`src/rtl/banco_reg_if.sv`:
```
// banco_reg_if: write-back port and the two decode read ports of banco_reg, bundled.
// The register bank itself uses the slave modport.
interface banco_reg_if #(
   parameter int ANCHO = 32
);
   logic             RegW;
   logic [4:0]       DW;
   logic [ANCHO-1:0] DatoW;
   logic [4:0]       AR1;
   logic [4:0]       AR2;
   logic [ANCHO-1:0] DR1;
   logic [ANCHO-1:0] DR2;

   modport master (
      output RegW, DW, DatoW, AR1, AR2,
      input  DR1, DR2
   );

   modport slave (
      input  RegW, DW, DatoW, AR1, AR2,
      output DR1, DR2
   );
endinterface

```
`src/rtl/banco_reg.sv`:
```
// banco_reg: NREG x ANCHO register bank, one clocked write port, two combinational read ports, reg 0 = 0.
// Define BANCO_REG_BYPASS_EN to forward same-cycle write data to a read port addressing DW.
module banco_reg #(
   parameter int ANCHO = 32,
   parameter int NREG  = 32
) (
   input  logic       clk,
   input  logic       rst_n,
   banco_reg_if.slave bus
);

   logic [ANCHO-1:0] rf [NREG];
   logic             we;
   logic [ANCHO-1:0] dr1_next;
   logic [ANCHO-1:0] dr2_next;

   // Writes to register 0 or beyond the bank are silently dropped.
   assign we = bus.RegW && (bus.DW != 5'd0) && (int'(bus.DW) < NREG);

   for (genvar gi = 0; gi < NREG; gi++) begin : g_reg
      if (gi == 0) begin : g_zero
         assign rf[gi] = '0;
      end else begin : g_store
         logic [ANCHO-1:0] q_reg;

         always_ff @(posedge clk or negedge rst_n) begin
            if (!rst_n) begin
               q_reg <= '0;
            end else if (we && (bus.DW == 5'(gi))) begin
               q_reg <= bus.DatoW;
            end
         end

         assign rf[gi] = q_reg;
      end
   end

`ifdef BANCO_REG_BYPASS_EN
   // Forwarding is suppressed during reset so the read ports stay at zero.
   logic byp_en;
   assign byp_en = rst_n && we;
`endif

   always_comb begin
      dr1_next = '0;
      for (int i = 1; i < NREG; i++) begin
         if (bus.AR1 == 5'(i)) begin
            dr1_next = rf[i];
         end
      end
`ifdef BANCO_REG_BYPASS_EN
      if (byp_en && (bus.AR1 == bus.DW)) begin
         dr1_next = bus.DatoW;
      end
`endif
   end

   always_comb begin
      dr2_next = '0;
      for (int i = 1; i < NREG; i++) begin
         if (bus.AR2 == 5'(i)) begin
            dr2_next = rf[i];
         end
      end
`ifdef BANCO_REG_BYPASS_EN
      if (byp_en && (bus.AR2 == bus.DW)) begin
         dr2_next = bus.DatoW;
      end
`endif
   end

   assign bus.DR1 = dr1_next;
   assign bus.DR2 = dr2_next;

endmodule
```
`src/flat_wrapper.sv`:
```
// flat-port wrapper written by rule: the top's interface ports become plain ports
module banco_reg_flat 
#(
   parameter int ANCHO = 32,
   parameter int NREG  = 32
)
  (clk, rst_n, bus_RegW, bus_DW, bus_DatoW, bus_AR1, bus_AR2, bus_DR1, bus_DR2);
  banco_reg_if #(.ANCHO(ANCHO)) bus_i ();
  input  logic clk;
  input  logic rst_n;
  input wire logic [$bits(bus_i.RegW)-1:0] bus_RegW;
  input wire logic [$bits(bus_i.DW)-1:0] bus_DW;
  input wire logic [$bits(bus_i.DatoW)-1:0] bus_DatoW;
  input wire logic [$bits(bus_i.AR1)-1:0] bus_AR1;
  input wire logic [$bits(bus_i.AR2)-1:0] bus_AR2;
  output wire logic [$bits(bus_i.DR1)-1:0] bus_DR1;
  output wire logic [$bits(bus_i.DR2)-1:0] bus_DR2;
  assign bus_i.RegW = bus_RegW;
  assign bus_i.DW = bus_DW;
  assign bus_i.DatoW = bus_DatoW;
  assign bus_i.AR1 = bus_AR1;
  assign bus_i.AR2 = bus_AR2;
  assign bus_DR1 = bus_i.DR1;
  assign bus_DR2 = bus_i.DR2;
  banco_reg #(.ANCHO(ANCHO), .NREG(NREG)) u_core (.clk(clk), .rst_n(rst_n), .bus(bus_i));
endmodule
```
`config.mk`:
```
export PLATFORM = sky130hd
export DESIGN_NAME = banco_reg_flat
export DESIGN_NICKNAME = d
export VERILOG_FILES = /design/src/rtl/banco_reg_if.sv /design/src/rtl/banco_reg.sv /design/src/flat_wrapper.sv
export SDC_FILE = /design/constraint.sdc
export NUM_CORES = 2
export LEC_CHECK = 0
export CAP_MARGIN = 30
export CORE_UTILIZATION = 25
export CTS_BUF_LIST = sky130_fd_sc_hd__clkbuf_8
export DETAILED_ROUTE_END_ITERATION = 6
export REMOVE_ABC_BUFFERS = 1
export SLEW_MARGIN = 20
export SYNTH_ARGS = -nofsm -noshare
export SYNTH_HDL_FRONTEND = slang
export SYNTH_SLANG_ARGS = --single-unit
```
`constraint.sdc`:
```
create_clock -name clk -period 7.5 [get_ports clk]
set_input_delay 1.875 -clock clk [delete_from_list [all_inputs] [get_ports clk]]
set_output_delay 1.875 -clock clk [all_outputs]
set_load 0.03 [all_outputs]
```
==> reports/summary.md <==
The top cell types in the final layout, fill and taps aside, are sky130_fd_sc_hd__mux2_2, sky130_fd_sc_hd__dfrtp_1, sky130_fd_sc_hd__buf_4. Clock tree synthesis inserted a total of 182 buffers. The number of antenna violations at the first check in global routing is 21, and the HPWL after detailed placement is 215 mm.

The tools report the number of levels the H-tree was split into as 4. The sink of the worst hold path was u_core.g_reg[9].g_store.q_reg[15]. Yosys mapped a number of flops with a built-in enable equal to 0. For the final database, setup skew stands at 0 ns.

The shortest clock period the worst path allows after layout was 7.64 ns. Net switching is 33.3% of the power. The tools report the internal power as 10.8 mW.

The analysis attributes to net switching a power of 5.39 mW. The fraction of layout instances using a drive strength above 1 works out to 35.4%. The area of the mapped netlist came out at 54200 um2. The clock transition at the registers of the reported paths works out to 0.06 ns. The share of total power dissipated in the clock network is 34.5%.

During I/O placement, the number of pins put on the boundary was 114. After layout, the design draws a total of 16.2 mW. Hold timing on the final database bottoms out at a slack of 0.511 ns. The worst setup path is launched from a primary input.

The register share of total power is 46.3%, and the final-layout setup total negative slack is -0.201 ns. After detailed routing, the number of remaining DRC violations is 4. The die outline height came out at 468 um. STA puts the critical path data required time at 5.62 ns. During synthesis, Yosys emitted a total of 0 warnings.

At the end of the flow, the number of nets in the layout was 5506. Worst hold path class: register to register. The vias per cell is 6.12. The average size of a mapped cell works out to 10.5 um2.

The startpoint identified for the worst hold timing path is u_core.g_reg[9].g_store.q_reg[15]. The run gives 219000 um2 as the full die area. The final reports fail on DRC, setup timing.

After clock tree synthesis, the setup repair step added 0 buffers. The netlist uses 91 different library cells. The post-route antenna net violation count was 0; the via count was 51733. For this run, the top clock speed supported by timing is 0.131 GHz. The peak supply drop is 0.183 mV. After global routing the overflow that remains totals 0.

Number of global-route vias before repair: 50069. For the number of slew-limit violations in the final report, the log shows 0. Main flop type after synthesis: sky130_fd_sc_hd__dfrtp_1. Entering global routing, the biggest net connects 156 pins.

The summed area of non-filler cells in the final layout is 65400 um2, and the layout overhead on the synthesized area is 20.7%. The buffer type at the clock tree root was sky130_fd_sc_hd__clkbuf_8. Dividing total power by cell area gives a power density of 247 nW/um2. The cell leakage power is 28.0 nW, and the post-route worst setup slack is -0.135 ns.

Clock tree synthesis found a total of 992 sinks. For the pin with the worst max-slew slack, the measured transition is 1.15 ns. The slowest stage of the critical path belongs to the cell sky130_fd_sc_hd__nor3b_2. In the synthesized netlist the async set-or-reset flop fraction comes to 100%. The number of cells on the worst hold path was 1. At the worst endpoint, the arrival time is 5.76 ns.

The first global-routing pass estimated 410 mm of wire. The critical path class was primary input to output port. The number of instances in the synthesized netlist came out at 5138. The floorplan has 170 rows. Buffers placed on the I/O ports in this run total 113. The power share of the combinational group is 19.3%. Dividing the final minimum period by the clock period gives 102%.

The final RePlAce weighted congestion was 1.02; the core box area was 215000 um2. The run gives 0 as the number of hold violations in the final report. The startpoint of the worst-slack reg-to-reg timing path was u_core.g_reg[9].g_store.q_reg[25].

The endpoint of the worst-slack reg-to-reg timing path is u_core.g_reg[9].g_store.q_reg[25]. Highest net fanout along the worst path: 38. The die is 468 um wide. In this run the tightest slew margin relative to its limit is 23.2%. The total routing usage reported by global routing is 26.6%, and the number of hold-repair buffers added at the cts stage is 0. Leaving out fill and tap cells, the most frequent cell in the layout is sky130_fd_sc_hd__mux2_2. The run gives 61500 um2 as the cell area after placement. The register with the most flip-flops in the layout has 992 of them. Family with the most delay on the worst path: simple AND/OR/NAND/NOR gates. TritonCTS built the clock tree.

Setup violations remaining at the end of the flow were counted as 3. Counting both buffers and inverters, the worst setup path holds a total of 6. The worst reg-to-reg path cell count is 1. The most numerous cell type found on the critical path is sky130_fd_sc_hd__buf_4.

In the final routed layout, each cell accounts on average for 35.4 um. The logs give 25.2% for the starting density of the core and 8504 for the detailed router's first-iteration violation count. In this run the register-to-register setup slack is 6.49 ns. After synthesis the netlist holds a flip-flop and latch count of 992. The signal on the critical path passes through buf_4 > nor3b_2 > nand2_1 > o311ai_0 > a21oi_1 > buf_4 > o21ai_1 > buf_4 > a21oi_1 > buf_4 > a2bb2oi_1 > buf_4 > buf_4. Of the synthesized area, sequential elements account for 45.8%.

Type of destination of the critical path: an output port. For this block, the routed nets add up to 299 mm of wire. The flow ran to the end, but the final reports show violations.

The biggest cell delay along the critical path is 0.98 ns. Setup repair after global routing left no endpoint under its margin. The number of instances resized during post-cts repair is 0. The clock reaches the later pin of the worst-skew pair after 0.95 ns.

Maximum clock insertion buffer count: 3. The number of max-cap violations came out at 0. The total iterations of the first detailed-routing run was 7.
[cell usage after synthesis, types with 12 or more instances]
| master | count | area, um2 |
|---|---|---|
| sky130_fd_sc_hd__mux2_2 | 1000 | 11300 |
| sky130_fd_sc_hd__dfrtp_1 | 992 | 24800 |
| sky130_fd_sc_hd__nor2_1 | 346 | 1300 |
| sky130_fd_sc_hd__a21oi_1 | 329 | 1650 |
| sky130_fd_sc_hd__o21ai_0 | 299 | 1500 |
| sky130_fd_sc_hd__clkbuf_1 | 277 | 1040 |
| sky130_fd_sc_hd__nand2_1 | 252 | 946 |
| sky130_fd_sc_hd__o22ai_1 | 251 | 1570 |
| sky130_fd_sc_hd__a22oi_1 | 168 | 1260 |
| sky130_fd_sc_hd__buf_2 | 138 | 691 |
| sky130_fd_sc_hd__nor3_1 | 80 | 400 |
| sky130_fd_sc_hd__o221ai_1 | 70 | 613 |
| sky130_fd_sc_hd__nand3_1 | 68 | 340 |
| sky130_fd_sc_hd__buf_1 | 61 | 229 |
| sky130_fd_sc_hd__a221oi_1 | 58 | 508 |
| sky130_fd_sc_hd__mux2i_1 | 53 | 531 |
| sky130_fd_sc_hd__a211oi_1 | 39 | 293 |
| sky130_fd_sc_hd__a31oi_1 | 36 | 225 |
| sky130_fd_sc_hd__a22o_1 | 34 | 298 |
| sky130_fd_sc_hd__nand4_1 | 30 | 188 |
| sky130_fd_sc_hd__o211ai_1 | 30 | 225 |
| sky130_fd_sc_hd__nor2b_1 | 29 | 181 |
| sky130_fd_sc_hd__inv_1 | 28 | 105 |
| sky130_fd_sc_hd__a222oi_1 | 27 | 270 |
| sky130_fd_sc_hd__nand2b_1 | 24 | 150 |
| sky130_fd_sc_hd__a21o_1 | 21 | 158 |
| sky130_fd_sc_hd__o31ai_1 | 18 | 135 |
| sky130_fd_sc_hd__a211o_1 | 17 | 149 |
| sky130_fd_sc_hd__o22a_1 | 17 | 149 |
| sky130_fd_sc_hd__a221o_1 | 16 | 160 |
| sky130_fd_sc_hd__a32oi_1 | 16 | 140 |
| sky130_fd_sc_hd__o32ai_1 | 16 | 140 |
| sky130_fd_sc_hd__and3_1 | 15 | 93.8 |
| sky130_fd_sc_hd__o21a_1 | 15 | 113 |
| sky130_fd_sc_hd__or3_1 | 15 | 93.8 |
| sky130_fd_sc_hd__o21ai_1 | 13 | 65.1 |
| sky130_fd_sc_hd__or4_1 | 12 | 90.1 |
[cells by family (layout without fill, tap and decap cells)]
| family | after synthesis | count (layout) | synth area share (%) |
|---|---|---|---|
| buf+inv | 522 | 985 | 4.08 |
| mux | 1059 | 1059 | 22.0 |
| compound gates | 1587 | 1587 | 19.4 |
| simple gates | 978 | 978 | 8.64 |
| other cells | 0 | 11 | 0 |
| flops | 992 | 992 | 45.8 |
[through the flow]
| stage | utilization (%) | std cells | setup slack [ns] |
|---|---|---|---|
| floorplan | - | 4646 | 1.10 |
| global placement | 28.6 | 8106 | -0.0336 |
| detailed placement | 28.6 | 8110 | 0.153 |
| CTS | 30.4 | 8439 | 0.141 |
| global route | 30.4 | 8442 | 0.0222 |
| finish | 30.4 | 8450 | -0.135 |
[metal layers]
layer	wire, um	share of wire (%)	vias to the layer above	track usage [%]
li1	-	-	20191	-
met1	118000	39	26615	34.8
met2	126000	42	3980	39.0
met3	33700	11	931	7.10
met4	21500	7.2	16	16.4
met5	132	0.044	-	0
[final cells by class]
type	count	area, um2
fill	22183	150000
multi-input combinational	3624	27400
sequential	992	24800
timing repair buffer	626	5660
tap	2838	3550
clock buffer	239	3290
clock inverter	90	574
inverter	30	113
antenna	11	27.5
[power groups by stage]
stage	logic, mW	clock network [mW]	registers, mW
floorplan	1.68	0	7.05
global placement	2.99	0	7.46
detailed placement	3.06	0	7.49
CTS	3.06	5.62	7.41
global route	3.26	5.86	7.55
finish	3.12	5.57	7.48
[worst max path at each step]
stage                     startpoint           to  slack (ns)  depth (start not counted)
final                     bus_AR1[2]  bus_DR1[26]       -0.14                         13
after global routing      bus_AR1[2]  bus_DR1[26]        0.02                         13
after CTS                 bus_AR1[2]  bus_DR1[26]        0.14                         13
after detailed placement  bus_AR1[2]  bus_DR1[26]        0.15                         13
after global placement    bus_AR1[1]  bus_DR1[13]       -0.03                         12
after floorplan           bus_AR2[0]  bus_DR2[21]        1.10                          7
No activity file was read; power rests on OpenSTA's default activity.
